[src/rtl/lfsr_gen_if.sv]
// Purpose: bundles the reseed port, the valid/ready output stream and the status
//          signals of lfsr_gen.
// Ports (master = generator side):
//   seed_valid/seed_data  in   reseed request and the new seed
//   seed_err              out  one-cycle pulse when a lock-up seed was replaced by INIT
//   out_valid/out_ready   out/in  output stream handshake
//   out_data              out  top OUT_W bits of the state
//   state                 out  raw LFSR state
//   busy                  out  high while warming up
interface lfsr_gen_if #(
  parameter int unsigned WIDTH = 128,
  parameter int unsigned OUT_W = 1
) ();
  logic             seed_valid;
  logic [WIDTH-1:0] seed_data;
  logic             seed_err;
  logic             out_valid;
  logic             out_ready;
  logic [OUT_W-1:0] out_data;
  logic [WIDTH-1:0] state;
  logic             busy;

  modport master (
    input  seed_valid, seed_data, out_ready,
    output seed_err, out_valid, out_data, state, busy
  );

  modport slave (
    output seed_valid, seed_data, out_ready,
    input  seed_err, out_valid, out_data, state, busy
  );
endinterface

[src/rtl/lfsr_gen.sv]
// Purpose: parametrised Fibonacci LFSR with leap-forward output (OUT_W steps per accept),
//          runtime reseed with lock-up guard, post-seed warm-up and a valid/ready stream.
// Ports:
//   clk   in  clock, all state on rising edge
//   rst   in  asynchronous active-high reset
//   bus   lfsr_gen_if.master: seed_valid/seed_data/seed_err, out_valid/out_ready/out_data,
//         state, busy
module lfsr_gen #(
  parameter int unsigned      WIDTH  = 128,
  parameter logic [WIDTH-1:0] TAPS   = WIDTH'(128'hA0000014_00000000_00000000_00000000),
  parameter logic [WIDTH-1:0] INIT   = WIDTH'(128'h001bb69a_baf65811_caa417d1_19362a08),
  parameter bit               XNOR   = 1'b1,
  parameter int unsigned      OUT_W  = 1,
  parameter int unsigned      WARMUP = 0
) (
  input  logic        clk,
  input  logic        rst,
  lfsr_gen_if.master  bus
);

  localparam logic [WIDTH-1:0] LK    = XNOR ? '1 : '0;
  localparam int unsigned      CNT_W = (WARMUP < 2) ? 1 : $clog2(WARMUP + 1);

  typedef enum logic {
    WARM = 1'b0,
    RUN  = 1'b1
  } fsm_e;

  localparam fsm_e             FSM_START = (WARMUP == 0) ? RUN : WARM;
  localparam logic [CNT_W-1:0] CNT_START = CNT_W'(WARMUP);

  // Parameter sanity: any of these makes the generator meaningless or stuck.
  if (OUT_W > WIDTH || OUT_W < 1 || WIDTH < 4 || TAPS == '0 || INIT == LK) begin : g_param_err
    $error("lfsr_gen: illegal parameter set (OUT_W/WIDTH/TAPS/INIT)");
  end

  fsm_e             fsm_q, fsm_d;
  logic [CNT_W-1:0] cnt_q, cnt_d;
  logic [WIDTH-1:0] state_q, state_d;
  logic             seed_err_q, seed_err_d;
  logic             out_valid_q, out_valid_d;
  logic             busy_q, busy_d;
  logic             seed_lk;

  // OUT_W single shifts unrolled into one combinational advance.
  function automatic logic [WIDTH-1:0] advance(input logic [WIDTH-1:0] s);
    logic [WIDTH-1:0] r;
    logic             fb;
    r = s;
    for (int i = 0; i < int'(OUT_W); i++) begin
      fb = (^(r & TAPS)) ^ XNOR;
      r  = {r[WIDTH-2:0], fb};
    end
    return r;
  endfunction

  assign seed_lk = (bus.seed_data == LK);

  // Next-state: reseed beats everything, then warm-up or handshake-driven advance.
  always_comb begin
    fsm_d      = fsm_q;
    cnt_d      = cnt_q;
    state_d    = state_q;
    seed_err_d = 1'b0;
    if (bus.seed_valid) begin
      state_d    = seed_lk ? INIT : bus.seed_data;
      seed_err_d = seed_lk;
      fsm_d      = FSM_START;
      cnt_d      = CNT_START;
    end else begin
      unique case (fsm_q)
        WARM: begin
          state_d = advance(state_q);
          if (cnt_q <= CNT_W'(1)) begin
            fsm_d = RUN;
          end else begin
            cnt_d = cnt_q - CNT_W'(1);
          end
        end
        RUN: begin
          if (out_valid_q && bus.out_ready) begin
            state_d = advance(state_q);
          end
        end
        default: fsm_d = FSM_START;
      endcase
    end
    out_valid_d = (fsm_d == RUN);
    busy_d      = (fsm_d == WARM);
  end

  always_ff @(posedge clk or posedge rst) begin
    if (rst) begin
      fsm_q       <= FSM_START;
      cnt_q       <= CNT_START;
      state_q     <= INIT;
      seed_err_q  <= 1'b0;
      out_valid_q <= 1'b0;
      busy_q      <= (FSM_START == WARM);
    end else begin
      fsm_q       <= fsm_d;
      cnt_q       <= cnt_d;
      state_q     <= state_d;
      seed_err_q  <= seed_err_d;
      out_valid_q <= out_valid_d;
      busy_q      <= busy_d;
    end
  end

  assign bus.seed_err  = seed_err_q;
  assign bus.out_valid = out_valid_q;
  assign bus.out_data  = state_q[WIDTH-1 -: OUT_W];
  assign bus.state     = state_q;
  assign bus.busy      = busy_q;

endmodule

[src/flat_wrapper.sv]
// flat-port wrapper written by rule: the top's interface ports become plain ports
module lfsr_gen_flat 
#(
  parameter int unsigned      WIDTH  = 128,
  parameter logic [WIDTH-1:0] TAPS   = WIDTH'(128'hA0000014_00000000_00000000_00000000),
  parameter logic [WIDTH-1:0] INIT   = WIDTH'(128'h001bb69a_baf65811_caa417d1_19362a08),
  parameter bit               XNOR   = 1'b1,
  parameter int unsigned      OUT_W  = 1,
  parameter int unsigned      WARMUP = 0
)
  (clk, rst, bus_seed_valid, bus_seed_data, bus_out_ready, bus_seed_err, bus_out_valid, bus_out_data, bus_state, bus_busy);
  lfsr_gen_if #(.WIDTH(WIDTH), .OUT_W(OUT_W)) bus_i ();
  input  logic clk;
  input  logic rst;
  input wire logic [$bits(bus_i.seed_valid)-1:0] bus_seed_valid;
  input wire logic [$bits(bus_i.seed_data)-1:0] bus_seed_data;
  input wire logic [$bits(bus_i.out_ready)-1:0] bus_out_ready;
  output wire logic [$bits(bus_i.seed_err)-1:0] bus_seed_err;
  output wire logic [$bits(bus_i.out_valid)-1:0] bus_out_valid;
  output wire logic [$bits(bus_i.out_data)-1:0] bus_out_data;
  output wire logic [$bits(bus_i.state)-1:0] bus_state;
  output wire logic [$bits(bus_i.busy)-1:0] bus_busy;
  assign bus_i.seed_valid = bus_seed_valid;
  assign bus_i.seed_data = bus_seed_data;
  assign bus_i.out_ready = bus_out_ready;
  assign bus_seed_err = bus_i.seed_err;
  assign bus_out_valid = bus_i.out_valid;
  assign bus_out_data = bus_i.out_data;
  assign bus_state = bus_i.state;
  assign bus_busy = bus_i.busy;
  lfsr_gen #(.WIDTH(WIDTH), .TAPS(TAPS), .INIT(INIT), .XNOR(XNOR), .OUT_W(OUT_W), .WARMUP(WARMUP)) u_core (.clk(clk), .rst(rst), .bus(bus_i));
endmodule
[config.mk]
export PLATFORM = sky130hd
export DESIGN_NAME = lfsr_gen_flat
export DESIGN_NICKNAME = d
export VERILOG_FILES = /design/src/rtl/lfsr_gen_if.sv /design/src/rtl/lfsr_gen.sv /design/src/flat_wrapper.sv
export SDC_FILE = /design/constraint.sdc
export NUM_CORES = 1
export LEC_CHECK = 0
export ABC_CLOCK_PERIOD_IN_PS = 3900
export CAP_MARGIN = 10
export CORE_MARGIN = 2
export CORE_UTILIZATION = 39
export CTS_CLUSTER_SIZE = 16
export DETAILED_ROUTE_END_ITERATION = 12
export MAX_ROUTING_LAYER = met4
export PLACE_DENSITY_LB_ADDON = 0.05
export SYNTH_ARGS = -nofsm -noshare
export SYNTH_HDL_FRONTEND = slang
export SYNTH_SLANG_ARGS = --single-unit
[constraint.sdc]
create_clock -name clk -period 3.9 [get_ports clk]
set_input_delay 0.39 -clock clk [delete_from_list [all_inputs] [get_ports clk]]
set_output_delay 0.39 -clock clk [all_outputs]
set_load 0.1 [all_outputs]
=== After elaboration in Yosys (flattened, before gate mapping) ===
Index checks and enable logic that the tools add are counted.

* Flip-flop bits (word level): 133
* Input bits: 132

* Add/subtract/negate cells: 1
* Order comparisons: 1
* Eq/ne operators: 4
* Muxes and demuxes: 11
* Bitwise gates (word level): 3
* Reduce and logical (&&, ||, !) cells: 3

{| class="wikitable"
|+ Operator list
! kind !! number
|-
| $mux W128 || 3
|-
| $pmux W128 S2 || 1
|-
| $eq A128 B128 Y1 const B || 1
|-
| $reduce_xor A128 Y1 || 1
|-
| $mux W1 || 7
|-
| $ne A2 B2 Y1 const B || 2
|-
| $ne A3 B3 Y1 const B || 1
|-
| $not A1 Y1 || 3
|-
| $reduce_and A2 Y1 || 1
|-
| $le A1 B1 Y1 const B || 1
|-
| $logic_and A1 B1 Y1 || 1
|-
| $sub A1 B1 Y1 const B || 1
|}

=== Depth between registers and ports, before layout ===
Gate-level depths: netlist of the first run.

* Word-level depth: 5
* Depth in mapped cells: 7
* Mapped depth without buffers: 5

=== Least setup slack after synthesis of the first run ===
No wires, ideal clock.

* Path kind: reg-to-reg
* Start point: register u_core.out_valid_q (netlist: u_core.bus.out_valid)
* End point: register u_core.state_q[0] (netlist: u_core.bus.state[0])
* Library setup time: 0.126 ns
* Data arrival time: 1.979 ns
* Required time: 3.774 ns
* Setup slack: 1.795 ns
* Stages on the path, launching flop included: 6
* Buffers on the path: 3
* Clock period less this slack: 2.105 ns
* Cell sequence: dfrtp_1 a21oi_1 buf_2 buf_4 buf_2 a221o_1

* Word-level cells in the longest chain between the ends: 2

{| class="wikitable"
|+ RTL lines
! element !! line !! source
|-
| start, declared || lfsr_gen.sv:41 || <nowiki>logic out_valid_q, out_valid_d;</nowiki>
|-
| start signal, assigned || lfsr_gen.sv:105 || <nowiki>out_valid_q <= out_valid_d;</nowiki>
|-
| $logic_and A1 B1 Y1 || lfsr_gen.sv:81 || <nowiki>if (out_valid_q && bus.out_ready) begin</nowiki>
|-
| $ne A3 B3 Y1 (no line) || - ||
|-
| end signal, assigned || lfsr_gen.sv:103 || <nowiki>state_q <= state_d;</nowiki>
|-
| end, declared || lfsr_gen.sv:39 || <nowiki>logic [WIDTH-1:0] state_q, state_d;</nowiki>
|}

Every way passes these cells.
A chain may end at the register's enable or synchronous reset.

=== Final worst setup path of the first run ===
* Start point: input bus_seed_data[124]
* End point: register u_core.state_q[96] (netlist: u_core.bus.state[96])

* Word-level cells in the longest chain between the ends: 3

{| class="wikitable"
|+ RTL lines
! element !! line !! source
|-
| start, declared || flat_wrapper.sv:16 || <nowiki>input wire logic [$bits(bus_i.seed_data)-1:0] bus_seed_data;</nowiki>
|-
| $eq A128 B128 Y1 || lfsr_gen.sv:57 || <nowiki>assign seed_lk = (bus.seed_data == LK);</nowiki>
|-
| $mux W128 || lfsr_gen.sv:66 || <nowiki>state_d = seed_lk ? INIT : bus.seed_data;</nowiki>
|-
| $mux W128 || lfsr_gen.sv:65 || <nowiki>if (bus.seed_valid) begin</nowiki>
|}

Every way passes these cells.

==> qor.log, run 1 <==
[logic_synthesis] warnings from Yosys 0
[global_routing] largest net degree at the start of global routing 257
[min_path] Hold Crit Endpoint u_core.bus.state[59]
[clock_network] Max Buffers Root-to-Sink 2
[setup_path] source of the worst register-to-register timing path u_core.bus.out_valid
[global_routing] total gr overflow 0
[power] IR drop worst, VDD 0.0003196 V
[setup_path] Worst path top cell family by delay compound AO/OA/AOI/OAI gates
[clock_network] number of setup buffers added after CTS 0
[setup_path] kind of critical path in -> reg
[sta] Worst Clk Skew 0.009167 ns
[setup_path] worst path cell trace clkdlybuf4s50_1 -> nand4_1 -> nor4_1 -> and4_1 -> a21boi_4 -> buf_4 -> a221o_1
[global_routing] wire length of the first global-routing pass 30300 µm
[placed_design] half-perimeter wire length after detailed placement 13650 µm
[finish] count of antenna diodes in the layout 0
[sta] maximum frequency from static timing analysis 364.6 MHz
[clock_network] Clock transition at path regs 0.06 ns
[sta] accumulated negative setup slack 0 ns
[sta] worst slew slack as a fraction of its limit 30.61%
[placed_design] worst slack, placed 0.7254 ns
[sta] Final Hold Violating Endpoints 0
[setup_path] end of the worst register-to-register path u_core.bus.state[16]
[setup_path] CP max-delay cell sky130_fd_sc_hd__a21boi_4
[global_routing] combined global-route utilization of all metal layers 23.79%
[setup_path] CP startpoint kind input pin
[clock_network] CTS tree done
[floorplan] Initial Utilization 39.66%
[logic_synthesis] count of distinct cell types in the synthesized netlist 22
[logic_synthesis] number of synthesized register bits 130
[setup_path] Crit. End Element flip-flop
[global_routing] initial antenna violation count 0
[sta] part of the cycle the worst path needs 70.32%
[floorplan] horizontal extent of the die 130.6 µm
[logic_synthesis] area of the mapped netlist 6255 µm²
[sta] min setup slack post-route 1.158 ns
[drt] wire length per cell after detailed routing 19.61 µm
[finish] final design instance area without fill 9559 µm²
[power] total power density per cell area 604.4 nW/µm²
[min_path] startpoint of the tightest hold check path u_core.bus.state[59]
[clock_network] clk root buf sky130_fd_sc_hd__clkbuf_16
[placed_design] routability-driven placement congestion ratio 0.8384
[placed_design] count of port buffers added during placement 262
[logic_synthesis] part of the Yosys area used for sequential elements 53.11%
[logic_synthesis] Synth Net Count 677
[status] status completed
[drt] ratio of routed vias to standard cells 5.533
[clock_network] total CTS buffers 17
[clock_network] total number of clock tree sinks 130
[run] Max-cap violations 0
[logic_synthesis] mean post-synth cell area 11.48 µm²
[setup_path] critical path fanouts, max 41
[placed_design] Placed Instance Area 8931 µm²
[drt] number of iterations in the first detailed-routing pass 5
[sta] number of setup violations in the final report 0
[finish] share of cells above drive strength 1 11.90%
[finish] Layout Nets 909
[setup_path] Worst R2R Path Depth 4
[floorplan] vertical die dimension 130.6 µm
[drt] residual antenna-violating net count after detailed routing 0
[drt] post-detailed-routing wire length 19720 µm
[drt] remaining design rule violation count 0
[floorplan] IO Pins 264
[floorplan] site row count 46
[clock_network] later-pin clock latency in the skew report 0.41 ns
[setup_path] crit path buf inv count 2
[clock_network] level count of the clock H-tree 4
[sta] Tightest Pin Transition 1.038 ns
[sta] time the final worst path needs with I/O delays and setup 2.742 ns
[sta] number of max-slew violations in the final report 0
[floorplan] Core Region 15770 µm²
[finish] growth of design area from synthesis to finish 52.83%
[drt] Iteration-0 DRC Markers 309
[drt] total vias in the final route 5566
[sta] unrepaired setup endpoints after global routing no
[global_routing] via count of the first global-routing pass 5557
[power] leakage power figure 3.672 nW
[floorplan] die outline area 17070 µm²
[setup_path] data required time of the worst path 4.24 ns
[logic_synthesis] post-synthesis instance total 545
[setup_path] delay of the slowest cell on the worst path 0.83 ns
[min_path] cell count of the worst hold path 2
[setup_path] Crit path arrival time 3.08 ns
[setup_path] setup slack on the worst flop-to-flop path 1.98 ns
[clock_network] CTS hold repair buffers 0
[clock_network] post-cts repair resize count 0
[min_path] worst hold path type reg -> reg
[worst min-delay path: cells and delay by family (launching register included)]
kind,cells,cell delay [ns]
AO/OA/AOI/OAI,1,0.06
AND/OR/NAND/NOR,1,0.04
flip-flops,1,0.37
[cell type report]
type / instances / area (µm²)
Clock inverter: 13 / 185.2
Fill cell: 1339 / 6211
Clock buffer: 19 / 442.9
Sequential cell: 130 / 3322
Inverter: 1 / 8.758
Timing Repair Buffer: 266 / 2679
Multi-Input combinational cell: 361 / 2651
Tap cell: 216 / 270.3
[synthesized netlist by cell type]
master                      n  share of area, %
sky130_fd_sc_hd__buf_4      3              0.36
sky130_fd_sc_hd__a21oi_1    1             0.080
sky130_fd_sc_hd__nor3b_1   72               8.6
sky130_fd_sc_hd__a221o_1   73                12
sky130_fd_sc_hd__nor4_1     8              0.80
sky130_fd_sc_hd__nand2_1   55               3.3
sky130_fd_sc_hd__dfstp_2   55                23
sky130_fd_sc_hd__dfrtp_1   75                30
sky130_fd_sc_hd__buf_2     24               1.9
sky130_fd_sc_hd__and3_1     1              0.10
sky130_fd_sc_hd__conb_1     2              0.12
sky130_fd_sc_hd__xor2_1     1              0.14
sky130_fd_sc_hd__nor3_1     1             0.080
sky130_fd_sc_hd__mux2i_1   55               8.8
sky130_fd_sc_hd__o21ai_0   55               4.4
sky130_fd_sc_hd__a21boi_1   1              0.12
sky130_fd_sc_hd__nand4_1   32               3.2
sky130_fd_sc_hd__and4_1     2              0.28
sky130_fd_sc_hd__buf_6      8               1.4
sky130_fd_sc_hd__xnor2_1    2              0.28
sky130_fd_sc_hd__inv_1      1             0.060
sky130_fd_sc_hd__clkbuf_1  18               1.1
[state kept, by name, summed over array words and instances (netlist names)]
name / cells
u_core.bus.seed_err: 1
u_core.bus.state: 128
u_core.bus.out_valid: 1
[cell usage in the layout, fill, tap and decap left out, types with 8 or more instances in the layout]
| cell | netlist | routed |
|---|---|---|
| sky130_fd_sc_hd__nor4_1 | 8 | 8 |
| sky130_fd_sc_hd__nand2_1 | 55 | 55 |
| sky130_fd_sc_hd__dfrtp_1 | 75 | 75 |
| sky130_fd_sc_hd__clkdlybuf4s50_1 | 0 | 261 |
| sky130_fd_sc_hd__clkbuf_16 | 0 | 17 |
| sky130_fd_sc_hd__nand4_1 | 32 | 32 |
| sky130_fd_sc_hd__dfstp_2 | 55 | 55 |
| sky130_fd_sc_hd__a221o_1 | 73 | 73 |
| sky130_fd_sc_hd__o21ai_0 | 55 | 55 |
| sky130_fd_sc_hd__nor3b_1 | 72 | 72 |
| sky130_fd_sc_hd__mux2i_1 | 55 | 55 |
[metrics by stage]
stage,hold slack [ns],util (%),power (mW),std cells
final,0.4839,60.62,5.777,1006
after global routing,0.5091,60.62,5.981,1006
after CTS,0.4867,60.62,5.821,1006
after detailed placement,0.4785,56.63,4.115,974
after global placement,0.4722,56.63,4.095,974
after floorplan,0.5353,-,3.482,545
[metal layers]
metal  GRT usage [%]  wire length, µm
met4           8.198              420
met2           36.98             9414
met3           5.660             1369
met1           30.72             8518
met5               -                0
[kinds of logic (layout without fill, tap and decap cells)]
family,count (synthesis),after routing,synth area share (%)
simple gates,171,171,16.40
compound gates,130,130,16.28
flops,130,130,53.11
mux,55,55,8.802
buf+inv,54,299,4.861
xor+xnor,3,3,0.4202
other cells,2,2,0.1201
[worst max-delay path by stage]
stage / start / end / depth (start not counted)
after floorplan: rst / u_core.bus.out_valid / 1
after global placement: bus_seed_data[79] / u_core.bus.state[45] / 7
after detailed placement: bus_seed_data[124] / u_core.bus.state[74] / 7
after CTS: bus_seed_data[124] / u_core.bus.state[80] / 7
after global routing: bus_seed_data[88] / u_core.bus.state[83] / 7
final: bus_seed_data[124] / u_core.bus.state[96] / 7
[report_power, final]
part,internal (mW),switching [mW]
Clock,1.09,0.600
Sequential,1.60,0.155
Combinational,0.611,1.73
Power figures use the tool's default switching activity.
==> inputs of run 2 (changes only) <==
Settings changed: ABC_CLOCK_PERIOD_IN_PS 3900 to 2880, CORE_UTILIZATION 39 to 43.
Clock period 3.9 ns to 2.88 ns, I/O delays scaled along.
==> qor.log, run 2 (synthesized netlist as in run 1, its figures left out) <==
[clock_network] total number of clock tree sinks 130 [unchanged]
[clock_network] later-pin clock latency in the skew report 0.42 ns [about the same]
[sta] worst hold-check slack 0.1950 ns [-0.2890 ns]
[clock_network] CTS hold repair buffers 0 [unchanged]
[setup_path] WP depth 7 [unchanged]
[sta] worst slew slack as a fraction of its limit 53.14% [+23 points]
[drt] Iteration-0 DRC Markers 438 [+42%]
[sta] Final Hold Violating Endpoints 0 [unchanged]
[placed_design] Placed Instance Area 8682 µm² [-2.8%]
[sta] maximum frequency from static timing analysis 467.4 MHz
[setup_path] delay of the slowest cell on the worst path 0.51 ns [-0.32 ns]
[power] IR drop worst, VDD 0.0003967 V [+24%]
[placed_design] worst slack, placed 0.2512 ns [-0.4742 ns]
[global_routing] wire length of the first global-routing pass 31350 µm [+3.5%]
[setup_path] critical path fanouts, max 36 [-12%]
[clock_network] CTS tree done
[floorplan] horizontal extent of the die 124.6 µm [-4.6%]
[global_routing] largest net degree at the start of global routing 151 [-41%]
[clock_network] post-cts repair resize count 0 [unchanged]
[clock_network] total CTS buffers 17 [unchanged]
[sta] part of the cycle the worst path needs 74.28%
[global_routing] combined global-route utilization of all metal layers 26.20% [+2.4 points]
[drt] total vias in the final route 5586 [+0.36%]
[run] Max-cap violations 0 [unchanged]
[drt] remaining design rule violation count 0 [unchanged]
[global_routing] total gr overflow 0 [unchanged]
[clock_network] Clock transition at path regs 0.05 ns [about the same]
[setup_path] Crit path arrival time 2.43 ns [-0.65 ns]
[finish] count of antenna diodes in the layout 0 [unchanged]
[power] total power density per cell area 820.4 nW/µm² [+36%]
[finish] final design instance area without fill 9258 µm² [-3.2%]
[sta] Tightest Pin Transition 0.7029 ns [-0.3354 ns]
[placed_design] count of port buffers added during placement 262 [unchanged]
[finish] number of flip-flops under the largest register name 128 [unchanged]
[setup_path] worst path cell trace clkdlybuf4s50_1 -> nand4_1 -> nor4_1 -> and4_1 -> a21boi_4 -> buf_12 -> a221o_1
[sta] unrepaired setup endpoints after global routing no
[setup_path] Crit. End Element flip-flop
[power] final total power 7.595 mW [+31%]
[floorplan] Core Region 14370 µm² [-8.9%]
[setup_path] kind of critical path in -> reg
[floorplan] die outline area 15530 µm² [-9.0%]
[clock_network] number of setup buffers added after CTS 0 [unchanged]
[finish] share of cells above drive strength 1 28.55% [+17 points]
[drt] number of iterations in the first detailed-routing pass 5 [unchanged]
[clock_network] level count of the clock H-tree 4 [unchanged]
[power] leakage power figure 3.859 nW [+5.1%]
[sta] number of max-slew violations in the final report 0 [unchanged]
[drt] ratio of routed vias to standard cells 5.706 [+3.1%]
[floorplan] IO Pins 264 [unchanged]
[setup_path] Worst path top cell family by delay simple AND/OR/NAND/NOR gates
[sta] number of setup violations in the final report 0 [unchanged]
[clock_network] clk root buf sky130_fd_sc_hd__clkbuf_16
[setup_path] Worst R2R Path Depth 4 [unchanged]
[sta] Worst Clk Skew 0.006330 ns [-0.002838 ns]
[min_path] worst hold path type in -> async
[finish] growth of design area from synthesis to finish 48.01%
[global_routing] via count of the first global-routing pass 5705 [+2.7%]
[floorplan] vertical die dimension 124.6 µm [-4.6%]
[setup_path] crit path buf inv count 2 [unchanged]
[finish] Layout Nets 915 [+0.66%]
[setup_path] data required time of the worst path 3.17 ns [-1.07 ns]
[sta] time the final worst path needs with I/O delays and setup 2.139 ns
[placed_design] half-perimeter wire length after detailed placement 13750 µm [+0.70%]
[drt] wire length per cell after detailed routing 19.85 µm [+1.2%]
[global_routing] initial antenna violation count 0 [unchanged]
[clock_network] Max Buffers Root-to-Sink 2 [unchanged]
[drt] post-detailed-routing wire length 19430 µm [-1.5%]
[status] status completed
[finish] non-filler instance count after layout 979 [-2.7%]
[finish] fin util 64.43% [+3.8 points]
[drt] residual antenna-violating net count after detailed routing 0 [unchanged]
[placed_design] routability-driven placement congestion ratio 0.8611 [+2.7%]
[sta] min setup slack post-route 0.7407 ns [-0.4169 ns]
[sta] accumulated negative setup slack 0 ns [unchanged]
[finish] top library cells by usage in the layout, fill and taps aside sky130_fd_sc_hd__buf_4 (133), sky130_fd_sc_hd__clkdlybuf4s50_1 (130), sky130_fd_sc_hd__dfrtp_1 (75)
[setup_path] CP startpoint kind input pin
[finish] most frequent standard cell in the layout excluding fill and tap cells sky130_fd_sc_hd__buf_4
[floorplan] site row count 44 [-4.3%]
[placed_design] number of placed instances with taps included 948 [-2.7%]
[setup_path] CP max-delay cell sky130_fd_sc_hd__nor4_1
[floorplan] Initial Utilization 43.53% [+3.9 points]
## run 2: cell count changes in the layout (fill, tap and decap cells not counted)
cell	delta
sky130_fd_sc_hd__buf_4	+131
sky130_fd_sc_hd__clkdlybuf4s50_1	-131
sky130_fd_sc_hd__buf_12	+6
sky130_fd_sc_hd__clkinvlp_4	-4
sky130_fd_sc_hd__clkbuf_1	+3
sky130_fd_sc_hd__clkbuf_8	+3
sky130_fd_sc_hd__bufinv_16	-2
sky130_fd_sc_hd__clkinv_2	+2
sky130_fd_sc_hd__clkinv_4	-2
sky130_fd_sc_hd__inv_6	-1
## run 2: area by class of cell
type	instances	area [µm²]
Clock buffer	25	495.5
Clock inverter	6	80.08
Fill cell	1128	5111
Inverter	1	7.507
Multi-Input combinational cell	361	2651
Sequential cell	130	3322
Tap cell	184	230.2
Timing Repair Buffer	272	2471
## run 2: final timing paths
check,startpoint,to,slack [ns]
max,bus_seed_data[22],u_core.bus.state[45],0.74
min,rst,u_core.bus.state[90],0.19
max reg2reg,u_core.bus.out_valid,u_core.bus.state[61],1.20
min reg2reg,u_core.bus.state[62],u_core.bus.state[62],0.48
max in group asynchronous,rst,u_core.bus.state[11],2.07
min in group clk,bus_seed_valid,u_core.bus.state[36],0.46
## run 2: power by group
group          internal, mW  switching (mW)
Sequential             2.16           0.217
Clock                  1.36           0.767
Combinational         0.752            2.34
Total                  4.27            3.33
## run 2: worst reg2reg max path, stage by stage, from the launching register on
cell and delay [ns]:
sky130_fd_sc_hd__dfrtp_1 0.40, sky130_fd_sc_hd__a21oi_4 0.22, sky130_fd_sc_hd__buf_12 0.47, sky130_fd_sc_hd__nor3b_1 0.18, sky130_fd_sc_hd__a221o_1 0.29
## run 2: per-layer routing
layer | GRT usage, % | vias to the layer above | wire length (µm)
li1 | - | 2572 | -
met1 | 33.76 | 2748 | 8324
met2 | 40.57 | 231 | 9392
met3 | 5.842 | 35 | 1164
met4 | 10.24 | 0 | 552
met5 | - | - | 0
